`src/rtl/pipe_probe_display.sv`:
```
// Debug probe display: pushbutton-selected probe channel, optional freeze,
// captured value decoded onto active-low seven-segment digits.
module pipe_probe_display #(
  parameter int DATA_WIDTH      = 16,
  parameter int DIGITS          = 4,
  parameter int CHANNELS        = 4,
  parameter int CH_W            = 2,
  parameter int DEBOUNCE_CYCLES = 16
) (
  input  logic                           I_CLOCK,
  input  logic                           I_RESET,
  input  logic                           I_LOCK,
  input  logic [CHANNELS*DATA_WIDTH-1:0] I_ProbeData,
  input  logic                           I_KeySelect_n,
  input  logic                           I_KeyFreeze_n,
  output logic [CH_W-1:0]                O_Channel,
  output logic                           O_Frozen,
  output logic [DATA_WIDTH-1:0]          O_Value,
  output logic [7*DIGITS-1:0]            O_HEX
);

  localparam int CNT_W = (DEBOUNCE_CYCLES > 2) ? $clog2(DEBOUNCE_CYCLES) : 1;
  localparam logic [CNT_W-1:0] CNT_LAST = CNT_W'(DEBOUNCE_CYCLES - 1);
  localparam logic [CH_W-1:0]  CH_LAST  = CH_W'(CHANNELS - 1);
  localparam int NKEYS = 2;

  function automatic logic [6:0] seg_decode(input logic [3:0] nib);
    logic [6:0] seg;
    case (nib)
      4'h0: seg = 7'h40;
      4'h1: seg = 7'h79;
      4'h2: seg = 7'h24;
      4'h3: seg = 7'h30;
      4'h4: seg = 7'h19;
      4'h5: seg = 7'h12;
      4'h6: seg = 7'h02;
      4'h7: seg = 7'h78;
      4'h8: seg = 7'h00;
      4'h9: seg = 7'h10;
      4'hA: seg = 7'h08;
      4'hB: seg = 7'h03;
      4'hC: seg = 7'h46;
      4'hD: seg = 7'h21;
      4'hE: seg = 7'h06;
      default: seg = 7'h0E;
    endcase
    return seg;
  endfunction

  // Key index 0 = select, 1 = freeze.
  logic [NKEYS-1:0] key_raw;
  logic [NKEYS-1:0] key_evt;

  assign key_raw = {I_KeyFreeze_n, I_KeySelect_n};

  genvar gi;
  generate
    for (gi = 0; gi < NKEYS; gi++) begin : g_key
      logic             sync1_q, sync1_d;
      logic             sync2_q, sync2_d;
      logic             level_q, level_d;
      logic             evt_q, evt_d;
      logic [CNT_W-1:0] cnt_q, cnt_d;

      always_comb begin
        sync1_d = key_raw[gi];
        sync2_d = sync1_q;
        level_d = level_q;
        cnt_d   = '0;
        if (sync2_q != level_q) begin
          if (cnt_q == CNT_LAST) begin
            level_d = sync2_q;
          end else begin
            cnt_d = cnt_q + 1'b1;
          end
        end
        // Only the press edge (released -> pressed) is an event.
        evt_d = level_q & ~level_d;
      end

      always_ff @(posedge I_CLOCK) begin
        if (I_RESET) begin
          sync1_q <= 1'b1;
          sync2_q <= 1'b1;
          level_q <= 1'b1;
          cnt_q   <= '0;
          evt_q   <= 1'b0;
        end else begin
          sync1_q <= sync1_d;
          sync2_q <= sync2_d;
          level_q <= level_d;
          cnt_q   <= cnt_d;
          evt_q   <= evt_d;
        end
      end

      assign key_evt[gi] = evt_q;
    end
  endgenerate

  logic                  sel_evt, frz_evt;
  logic [CH_W-1:0]       channel_q, channel_d;
  logic                  frozen_q, frozen_d;
  logic                  reload_q, reload_d;
  logic [DATA_WIDTH-1:0] value_q, value_d;
  logic [DATA_WIDTH-1:0] probe_sel;
  logic [7*DIGITS-1:0]   hex_q, hex_d;

  assign sel_evt = key_evt[0];
  assign frz_evt = key_evt[1];

  always_comb begin
    probe_sel = '0;
    for (int c = 0; c < CHANNELS; c++) begin
      if (channel_q == CH_W'(c)) begin
        probe_sel = I_ProbeData[c*DATA_WIDTH +: DATA_WIDTH];
      end
    end
  end

  always_comb begin
    channel_d = channel_q;
    if (sel_evt) begin
      channel_d = (channel_q == CH_LAST) ? '0 : channel_q + 1'b1;
    end
    frozen_d = frozen_q ^ frz_evt;
    // Reload forces one sample of the newly selected channel even when frozen.
    reload_d = sel_evt;
    value_d  = value_q;
    if (I_LOCK & (~frozen_q | reload_q)) begin
      value_d = probe_sel;
    end
  end

  generate
    for (gi = 0; gi < DIGITS; gi++) begin : g_digit
      assign hex_d[7*gi +: 7] = seg_decode(value_q[4*gi +: 4]);
    end
  endgenerate

  always_ff @(posedge I_CLOCK) begin
    if (I_RESET) begin
      channel_q <= '0;
      frozen_q  <= 1'b0;
      reload_q  <= 1'b0;
      value_q   <= '0;
      hex_q     <= {DIGITS{7'h40}};
    end else begin
      channel_q <= channel_d;
      frozen_q  <= frozen_d;
      reload_q  <= reload_d;
      value_q   <= value_d;
      hex_q     <= hex_d;
    end
  end

  assign O_Channel = channel_q;
  assign O_Frozen  = frozen_q;
  assign O_Value   = value_q;
  assign O_HEX     = hex_q;

endmodule

```
`config.mk`:
```
export PLATFORM = sky130hd
export DESIGN_NAME = pipe_probe_display
export DESIGN_NICKNAME = d
export VERILOG_FILES = /design/src/rtl/pipe_probe_display.sv
export SDC_FILE = /design/constraint.sdc
export NUM_CORES = 1
export LEC_CHECK = 0
export ABC_CLOCK_PERIOD_IN_PS = 2900
export CORE_MARGIN = 2
export CORE_UTILIZATION = 25
export DETAILED_ROUTE_END_ITERATION = 8
export GPL_ROUTABILITY_DRIVEN = 0
export PLACE_DENSITY = 0.44
export SYNTH_ARGS = -nofsm -noshare
export SYNTH_HDL_FRONTEND = slang
export SYNTH_SLANG_ARGS = --single-unit
```
`constraint.sdc`:
```
create_clock -name I_CLOCK -period 2.9 [get_ports I_CLOCK]
set_input_delay 0.58 -clock I_CLOCK [delete_from_list [all_inputs] [get_ports I_CLOCK]]
set_output_delay 0.58 -clock I_CLOCK [all_outputs]
set_load 0.01 [all_outputs]
```
Word-level counts from Yosys, hierarchy flattened

Memory sizes are Yosys's and may differ from the RTL's. A register that Yosys moved wholly into a read port is not among the register bits.
Cells that the tools add are included.

Flip-flop bits (word level): 36
ROM bits: 448
Output and inout port bits: 47
Word-level logic and storage cells: 50
Memories kept: 4

Add/subtract/negate cells: 3
Eq/ne operators: 7
Multiplexer cells: 9
Bitwise gates (word level): 10
Reduce and logical (&&, ||, !) cells: 3

Memories:

| name             | depth | bits a word | rd ports | clocked after Yosys merged registers in | wr ports | line | text |
|---|---|---|---|---|---|---|---|
| (name not given) | 16    | 7           | 1        | 1                                       | 0        | 29   | `case (nib)` |
| (name not given) | 16    | 7           | 1        | 1                                       | 0        | 29   |  |
| (name not given) | 16    | 7           | 1        | 1                                       | 0        | 29   |  |
| (name not given) | 16    | 7           | 1        | 1                                       | 0        | 29   |  |

Operator list:

| cell                                                                  | number |
|---|---|
| 16-bit two-way mux                                                    | 4 |
| 4-bit by 1-bit adder with 4-bit output, second input constant         | 2 |
| 4-bit equality test, second input constant                            | 2 |
| 3-bit OR reduction                                                    | 2 |
| 1-bit NOT                                                             | 5 |
| 2-bit equality test, second input constant                            | 2 |
| 1-bit two-way mux                                                     | 4 |
| 1-bit bitwise AND                                                     | 3 |
| 2-bit by 1-bit adder with 2-bit output, second input constant         | 1 |
| 2-bit by 1-bit equality test with 1-bit output, second input constant | 1 |
| 2-bit logical NOT                                                     | 1 |
| 2-bit two-way mux                                                     | 1 |
| 1-bit != test                                                         | 2 |
| 1-bit OR                                                              | 1 |
| 1-bit bitwise XOR                                                     | 1 |

Depth between registers and ports, before layout

Gate-level depths: netlist of run 1.

Depth after elaboration: 5
Mapped depth: 7
Mapped depth without buffers: 5

Least setup slack after synthesis of run 1

OpenSTA, ideal clock, no wires.

Path kind: register to register
From: reg channel_q[1], in the netlist O_Channel[1]
To: reg value_q[0], in the netlist O_Value[0]
Setup time: 0.088 ns
Arrival: 1.514 ns
Path slack: 1.297 ns
Cell stages (with the launch flop): 7
Buffers on the path: 1
Cell sequence: dfxtp_1 inv_1 ha_1 buf_4 nand3b_1 a221o_1 a311oi_2

Cells in the longest elaborated chain, start to end: 5

Ends and longest elaborated chain:

| element                          | line | text |
|---|---|---|
| start, declared                  | 102  | `logic [CH_W-1:0] channel_q, channel_d;` |
| start signal, assigned           | 149  | `channel_q <= channel_d;` |
| 2-bit logical NOT                | 115  | `if (channel_q == CH_W'(c)) begin` |
| 16-bit two-way mux (3 in series) | 115  |  |
| 16-bit two-way mux *             | 115  |  |
| end signal, assigned             | 152  | `value_q <= value_d;` |
| end, declared                    | 105  | `logic [DATA_WIDTH-1:0] value_q, value_d;` |

Every way passes the cells marked *; elsewhere a longest branch is shown, timed or not.
A chain may end at the register's enable or synchronous reset.

Final worst setup path of run 1

From: reg value_q[15], in the netlist O_Value[15]
To: out O_Value[15]

RTL lines:

| element       | line | text |
|---|---|---|
| end, declared | 18   | `output logic [DATA_WIDTH-1:0] O_Value,` |

No word-level cell between the ends.

==> impl_metrics.toml, run 1 <==
[setup_path]
critical-path-max-stage-delay_ps = 690
crit_path_top_delay_cell = "sky130_fd_sc_hd__dfxtp_1"
critical_path.reg2reg.startpoint = "O_Channel[0]"
timing.critical_path.from_type = "flip-flop"
endpoint_type_of_the_worst_setup_path = "output pin"
timing.setup.critical_path_class = "reg -> out"
critPathBufInv = 1
r2r.worst_path.cells = 4
regToRegEndpoint = "O_Value[3]"
crit_path_cell_trace = "clkdlybuf4s50_1"
worst_endpoint_required_time_ps = 2320
regToRegSetupSlack_ps = 790
maximum_fanout_along_the_worst_path = 19
critPathArrivalTime_ps = 1680
crit_path_max_delay_family = "flip-flops"

[pwr]
power_total_mw = 2.51
share_seq_of_total_power_pct = 39.5
pwr_density_cell_nw_per_um2 = 481
static_leakage_nw = 2.03
p_clk_share_pct = 43.7
power_switching_share_pct = 25.5
combinationalPowerShare_pct = 16.7
p_int_mw = 1.87
power.switching_uw = 639
vdd.ir_drop.worst_mv = 0.247

[sta]
unrepaired_setup_endpoints_after_global_routing = "no"
finalSetupViolCount = 0
report.final.slew_viol_count = 0
fin_ws_ps = 640
finalHoldViolCount = 0
final.setup_skew_ps = 5.34
timing.fmax_ghz = 0.442
final.min_clock_period_ps = 2260
tns_ps = 0
max-slew-margin-rel_pct = 35.1
timing.final.crit_share_pct = 77.9
worst-slew-pin-transition_ps = 974

[clock_network]
cts_buffer_depth = 2
post-cts-setup-buffer-count = 0
root_buffer = "sky130_fd_sc_hd__clkbuf_16"
numCtsBuffers = 9
post_cts_hold_buffer_count = 0
cts.htree.levels = 3
clk_pin_slew_worst_paths_ps = 50
post_cts_resized = 0
insertion_delay_ps = 330
clock_sink_count = 64
tritoncts = "yes"

[die]
die-area_sq_um = 15700
floorplan.initialDensity_pct = 25.5
die_w_um = 125
rows = 44
die_height_um = 125
placeableCoreArea_sq_um = 14500
boundaryPins = 116

[logic_synthesis]
post_synth_instance_area_sq_um = 3690
cell_with_the_most_instances_after_synthesis = "sky130_fd_sc_hd__dfxtp_1"
post_synth_inst_count = 413
synth_enable_flop_cells = 0
synth_area_per_cell_sq_um = 8.93
yosys_synthesis_warning_count = 0
syn-num-nets = 516
synth_ff_type = "sky130_fd_sc_hd__dfxtp_1"
post_synth_num_cell_types = 29
synth_largest_type_area_fraction_pct = 34.8
synth.yosys.seq_area_share_pct = 34.8
synthTopCellsByCount = "64 x sky130_fd_sc_hd__dfxtp_1, 43 x sky130_fd_sc_hd__a21oi_1, 34 x sky130_fd_sc_hd__ha_1"
netlist.top_cell.by_area = "sky130_fd_sc_hd__dfxtp_1"
ff_latch_count_synth = 64
biggest_area_contributors_in_the_synthesized_netlist = "sky130_fd_sc_hd__dfxtp_1 35%, sky130_fd_sc_hd__ha_1 12%, sky130_fd_sc_hd__a311oi_2 6.1%"
async_reset_ff_share_pct = 0

[run_status]
outcome = "completed"

[global_route]
top_usage_layer = "met2"
maximum_number_of_pins_on_one_net_before_global_route_repair = 43
use_met2_pct = 20.4
via_count_of_the_first_global_routing_pass = 3173
gr-usage-all-layers_pct = 13.4
first_pass_grt_wire_length_um = 16700
grt.met3_usage_pct = 5.35
antenna_found_initial = 1
overflow = 0
gr-usage-met1_pct = 17.1

[cells_and_area]
final_core_utilization_pct = 36.0
syn_to_final_growth_pct = 41.4
antennaDiodeCount = 0
drive_gt1_share_pct = 8.97
fin_nets = 611
n_fill_cell = 1467

[min_path]
min_to = "g_key[1].sync2_q"
timing.hold.worst.start = "g_key[1].sync1_q"
timing.hold.worst_path_depth = 1
min_path_type = "reg -> reg"

[placed_design]
hpwlAfterDp_um = 7570
preCtsSetupSlack_ps = 804
place.port_buffers = 115

[drt]
num_vias = 3239
route.final.wire_length_um = 10500
remaining_drc_errors = 0
via_count_normalized_by_instance_count = 4.65
detail_route.iter0.violations = 215
antenna_violation_net_count_after_detailed_routing = 0
first_pass_iters = 4
wire_per_inst_um = 15.0

[job]
cap_violations = 0
layout make-up:
| type | instances | area (sq um) | share of cell area [%] |
|---|---|---|---|
| clock inverter | 5 | 56.3 | 1.08 |
| clock buffer | 11 | 243 | 4.66 |
| inverter | 29 | 109 | 2.09 |
| sequential | 64 | 1280 | 24.6 |
| tap | 184 | 230 | 4.42 |
| timing repair buffer | 120 | 1180 | 22.7 |
| multi-input combinational | 284 | 2110 | 40.5 |
metal layers:
metal	part of all wire, %	vias to the layer above
li1	-	1645
met1	47	1497
met2	45	91
met3	6.9	6
met4	1.1	0
met5	0	-
stage by stage:
step	instances	instance area, sq um	hold WS, ps
6_report	697	5210	409
3_5_place_dp	681	4910	400
4_1_cts	697	5210	413
2_1_floorplan	413	3690	389
3_3_place_gp	681	4910	402
5_1_grt	697	5210	424
worst max path at each step:
stage                             from          end  slack (ps)  cells past startpoint
after global routing       O_Value[15]  O_Value[15]         520                      1
after detailed placement  O_Channel[0]   O_Value[1]         800                      4
after floorplan           O_Channel[1]   O_Value[0]        1300                      6
after CTS                  O_Value[15]  O_Value[15]         600                      1
after global placement    O_Channel[0]  O_Value[14]         880                      4
final                      O_Value[15]  O_Value[15]         640                      1
power by group through the flow:
| stage | logic, mW | registers [mW] | clock network, mW |
|---|---|---|---|
| 6_report | 0.420 | 0.991 | 1.10 |
| 5_1_grt | 0.460 | 1.00 | 1.18 |
| 4_1_cts | 0.426 | 0.993 | 1.13 |
| 3_5_place_dp | 0.424 | 1.01 | 0 |
| 3_3_place_gp | 0.425 | 1.01 | 0 |
| 2_1_floorplan | 0.209 | 0.998 | 0 |
flip-flops by register name, indices dropped and copies added (netlist names):
signal	count
O_Value	16
O_Frozen	1
g_key.cnt_q	8
frz_evt	1
g_key.evt_q	1
g_key.level_q	2
O_HEX	28
g_key.sync1_q	2
O_Channel	2
reload_q	1
g_key.sync2_q	2
logic make-up after synthesis:
| family | count (synthesis) | share of synthesized area [%] |
|---|---|---|
| XOR/XNOR | 7 | 1.66 |
| flip-flops | 64 | 34.8 |
| buffers and inverters | 65 | 7.98 |
| AO/OA/AOI/OAI | 102 | 22.2 |
| multiplexers | 15 | 4.28 |
| AND/OR/NAND/NOR | 126 | 17.6 |
| adder cells (fa/ha/maj) | 34 | 11.5 |
placed cells by master, fill, tap and decap left out, types with 4 or more instances in the layout:
master / n
sky130_fd_sc_hd__o21ai_0: 6
sky130_fd_sc_hd__a221o_1: 20
sky130_fd_sc_hd__a211oi_1: 9
sky130_fd_sc_hd__a311oi_1: 7
sky130_fd_sc_hd__a21oi_1: 43
sky130_fd_sc_hd__buf_4: 5
sky130_fd_sc_hd__nor2_1: 31
sky130_fd_sc_hd__inv_1: 29
sky130_fd_sc_hd__nand3b_1: 20
sky130_fd_sc_hd__a311oi_2: 15
sky130_fd_sc_hd__dfxtp_1: 64
sky130_fd_sc_hd__mux2_2: 6
sky130_fd_sc_hd__clkbuf_16: 9
sky130_fd_sc_hd__and3_1: 4
sky130_fd_sc_hd__nand2b_1: 7
sky130_fd_sc_hd__xor2_1: 6
sky130_fd_sc_hd__or2_2: 4
sky130_fd_sc_hd__ha_1: 34
sky130_fd_sc_hd__nor2b_1: 15
sky130_fd_sc_hd__nand3_1: 10
sky130_fd_sc_hd__nand2_1: 31
sky130_fd_sc_hd__clkdlybuf4s50_1: 114
sky130_fd_sc_hd__mux2i_1: 9
No activity file was read; power rests on OpenSTA's default activity.
==> run 2: changes to the inputs <==
Settings changed: ABC_CLOCK_PERIOD_IN_PS 2900 to 2200.
Clock period 2.9 ns to 2.2 ns, I/O delays scaled along.
==> run 2 against run 1 <==
Non-clock buffer count increased by 10. Sequential share of layout area fell by 0.41 points. Largest cell class unchanged. Power up 32%. Final cell count up 1.4%.
==> impl_metrics.toml, run 2 (synthesis gave the netlist of run 1 again) <==
[pwr]
vdd.ir_drop.worst_mv = 0.371
p_int_mw = 2.51
share_seq_of_total_power_pct = 38.4
pwr_density_cell_nw_per_um2 = 626
power.switching_uw = 810
static_leakage_nw = 2.09
power_switching_share_pct = 24.4
p_clk_share_pct = 43.4
combinationalPowerShare_pct = 18.2

[setup_path]
critical_path.reg2reg.startpoint = "O_Channel[1]"
crit_path_top_delay_cell = "sky130_fd_sc_hd__clkdlybuf4s50_1"
regToRegEndpoint = "O_Value[2]"
critPathArrivalTime_ps = 1550
endpoint_type_of_the_worst_setup_path = "output pin"
regToRegSetupSlack_ps = 390
worst_endpoint_required_time_ps = 1760
crit_path_max_delay_family = "buffers and inverters"
timing.setup.critical_path_class = "reg -> out"
r2r.worst_path.cells = 6
critPathBufInv = 1
timing.critical_path.from_type = "flip-flop"
crit_path_cell_trace = "clkdlybuf4s50_1"
maximum_fanout_along_the_worst_path = 13
critical-path-max-stage-delay_ps = 640

[sta]
finalHoldViolCount = 0
final.setup_skew_ps = 4.70
max-slew-margin-rel_pct = 71.5
tns_ps = 0
fin_ws_ps = 212
timing.fmax_ghz = 0.503
worst-slew-pin-transition_ps = 426
timing.final.crit_share_pct = 90.3
final.min_clock_period_ps = 1990
report.final.slew_viol_count = 0
finalSetupViolCount = 0
unrepaired_setup_endpoints_after_global_routing = "no"

[clock_network]
insertion_delay_ps = 330
root_buffer = "sky130_fd_sc_hd__clkbuf_16"
clock_sink_count = 64
tritoncts = "yes"
post_cts_resized = 0
clk_pin_slew_worst_paths_ps = 60
cts_buffer_depth = 2
cts.htree.levels = 3
post_cts_hold_buffer_count = 0
numCtsBuffers = 9
post-cts-setup-buffer-count = 0

[min_path]
min_to = "g_key[1].sync2_q"
min_path_type = "reg -> reg"
timing.hold.worst_path_depth = 1
timing.hold.worst.start = "g_key[1].sync1_q"

[run_status]
outcome = "completed"

[die]
placeableCoreArea_sq_um = 14500
boundaryPins = 116
die_height_um = 125
die_w_um = 125
die-area_sq_um = 15700
rows = 44
floorplan.initialDensity_pct = 25.5

[drt]
detail_route.iter0.violations = 199
route.final.wire_length_um = 10600
via_count_normalized_by_instance_count = 4.57
remaining_drc_errors = 0
antenna_violation_net_count_after_detailed_routing = 0
num_vias = 3232
wire_per_inst_um = 14.9
first_pass_iters = 4

[cells_and_area]
final_cell_area_sq_um = 5300
fin_nets = 621
antennaDiodeCount = 0
largest_reg_flops = 28
most-common-layout-cells = "114 x sky130_fd_sc_hd__clkdlybuf4s50_1, 64 x sky130_fd_sc_hd__dfxtp_1, 43 x sky130_fd_sc_hd__a21oi_1"
leading_cell_type_in_the_layout_fill_and_taps_excluded = "sky130_fd_sc_hd__clkdlybuf4s50_1"
syn_to_final_growth_pct = 43.9
drive_gt1_share_pct = 10.5
stdcell_count = 707
final_core_utilization_pct = 36.6

[placed_design]
hpwlAfterDp_um = 7510
postPlaceCellArea_sq_um = 5000
placed_cells_incl_taps = 691
preCtsSetupSlack_ps = 424
place.port_buffers = 115

[global_route]
first_pass_grt_wire_length_um = 16900
maximum_number_of_pins_on_one_net_before_global_route_repair = 53
antenna_found_initial = 0
overflow = 0
via_count_of_the_first_global_routing_pass = 3160
gr-usage-all-layers_pct = 13.5

[job]
cap_violations = 0
==> run 2: changes by cell type in the layout (fill, tap and decap cells not counted) <==
cell | before | now
sky130_fd_sc_hd__buf_12 | 0 | 1
sky130_fd_sc_hd__buf_4 | 5 | 14
sky130_fd_sc_hd__clkbuf_1 | 1 | 2
sky130_fd_sc_hd__clkbuf_8 | 1 | 2
sky130_fd_sc_hd__clkinv_4 | 1 | 0
sky130_fd_sc_hd__clkinvlp_4 | 1 | 0
==> run 2: per-stage QoR <==
stage	hold slack, ps	power, mW
2_1_floorplan	389	1.59
3_3_place_gp	401	1.91
3_5_place_dp	399	1.91
4_1_cts	412	3.37
5_1_grt	431	3.48
6_report	407	3.32
==> run 2: worst max-delay path by stage <==
stage / startpoint / to / slack, ps / cells after the start
final: O_Value[10] / O_Value[10] / 210 / 1
after global routing: O_Value[10] / O_Value[10] / 150 / 1
after CTS: O_Value[10] / O_Value[10] / 200 / 1
after detailed placement: O_Channel[1] / O_Value[2] / 420 / 6
after global placement: O_Channel[1] / O_Value[2] / 480 / 6
after floorplan: O_Channel[1] / O_Value[0] / 600 / 6
==> run 2: routing by layer <==
| metal | GRT usage (%) | vias to the layer above | part of all wire [%] |
|---|---|---|---|
| li1 | - | 1663 | - |
| met1 | 17.5 | 1471 | 47 |
| met2 | 21.6 | 86 | 46 |
| met3 | 3.47 | 12 | 5.7 |
| met4 | 5.29 | 0 | 1.6 |
| met5 | 0 | - | 0 |
==> run 2: cell type report <==
type	count	area [sq um]
clock buffers	13	260
well taps	184	230
multi-input cells	284	2110
fillers	1462	9180
flip-flops and latches	64	1280
inverters	29	109
clock inverters	3	40.0
repair buffers	130	1270
==> run 2: power by group through the flow <==
stage	Sequential, mW	Combinational (mW)	Clock, mW
after detailed placement	1.30	0.609	0
after global placement	1.30	0.608	0
after CTS	1.28	0.610	1.49
after floorplan	1.32	0.275	0
after global routing	1.29	0.662	1.53
final	1.28	0.603	1.44
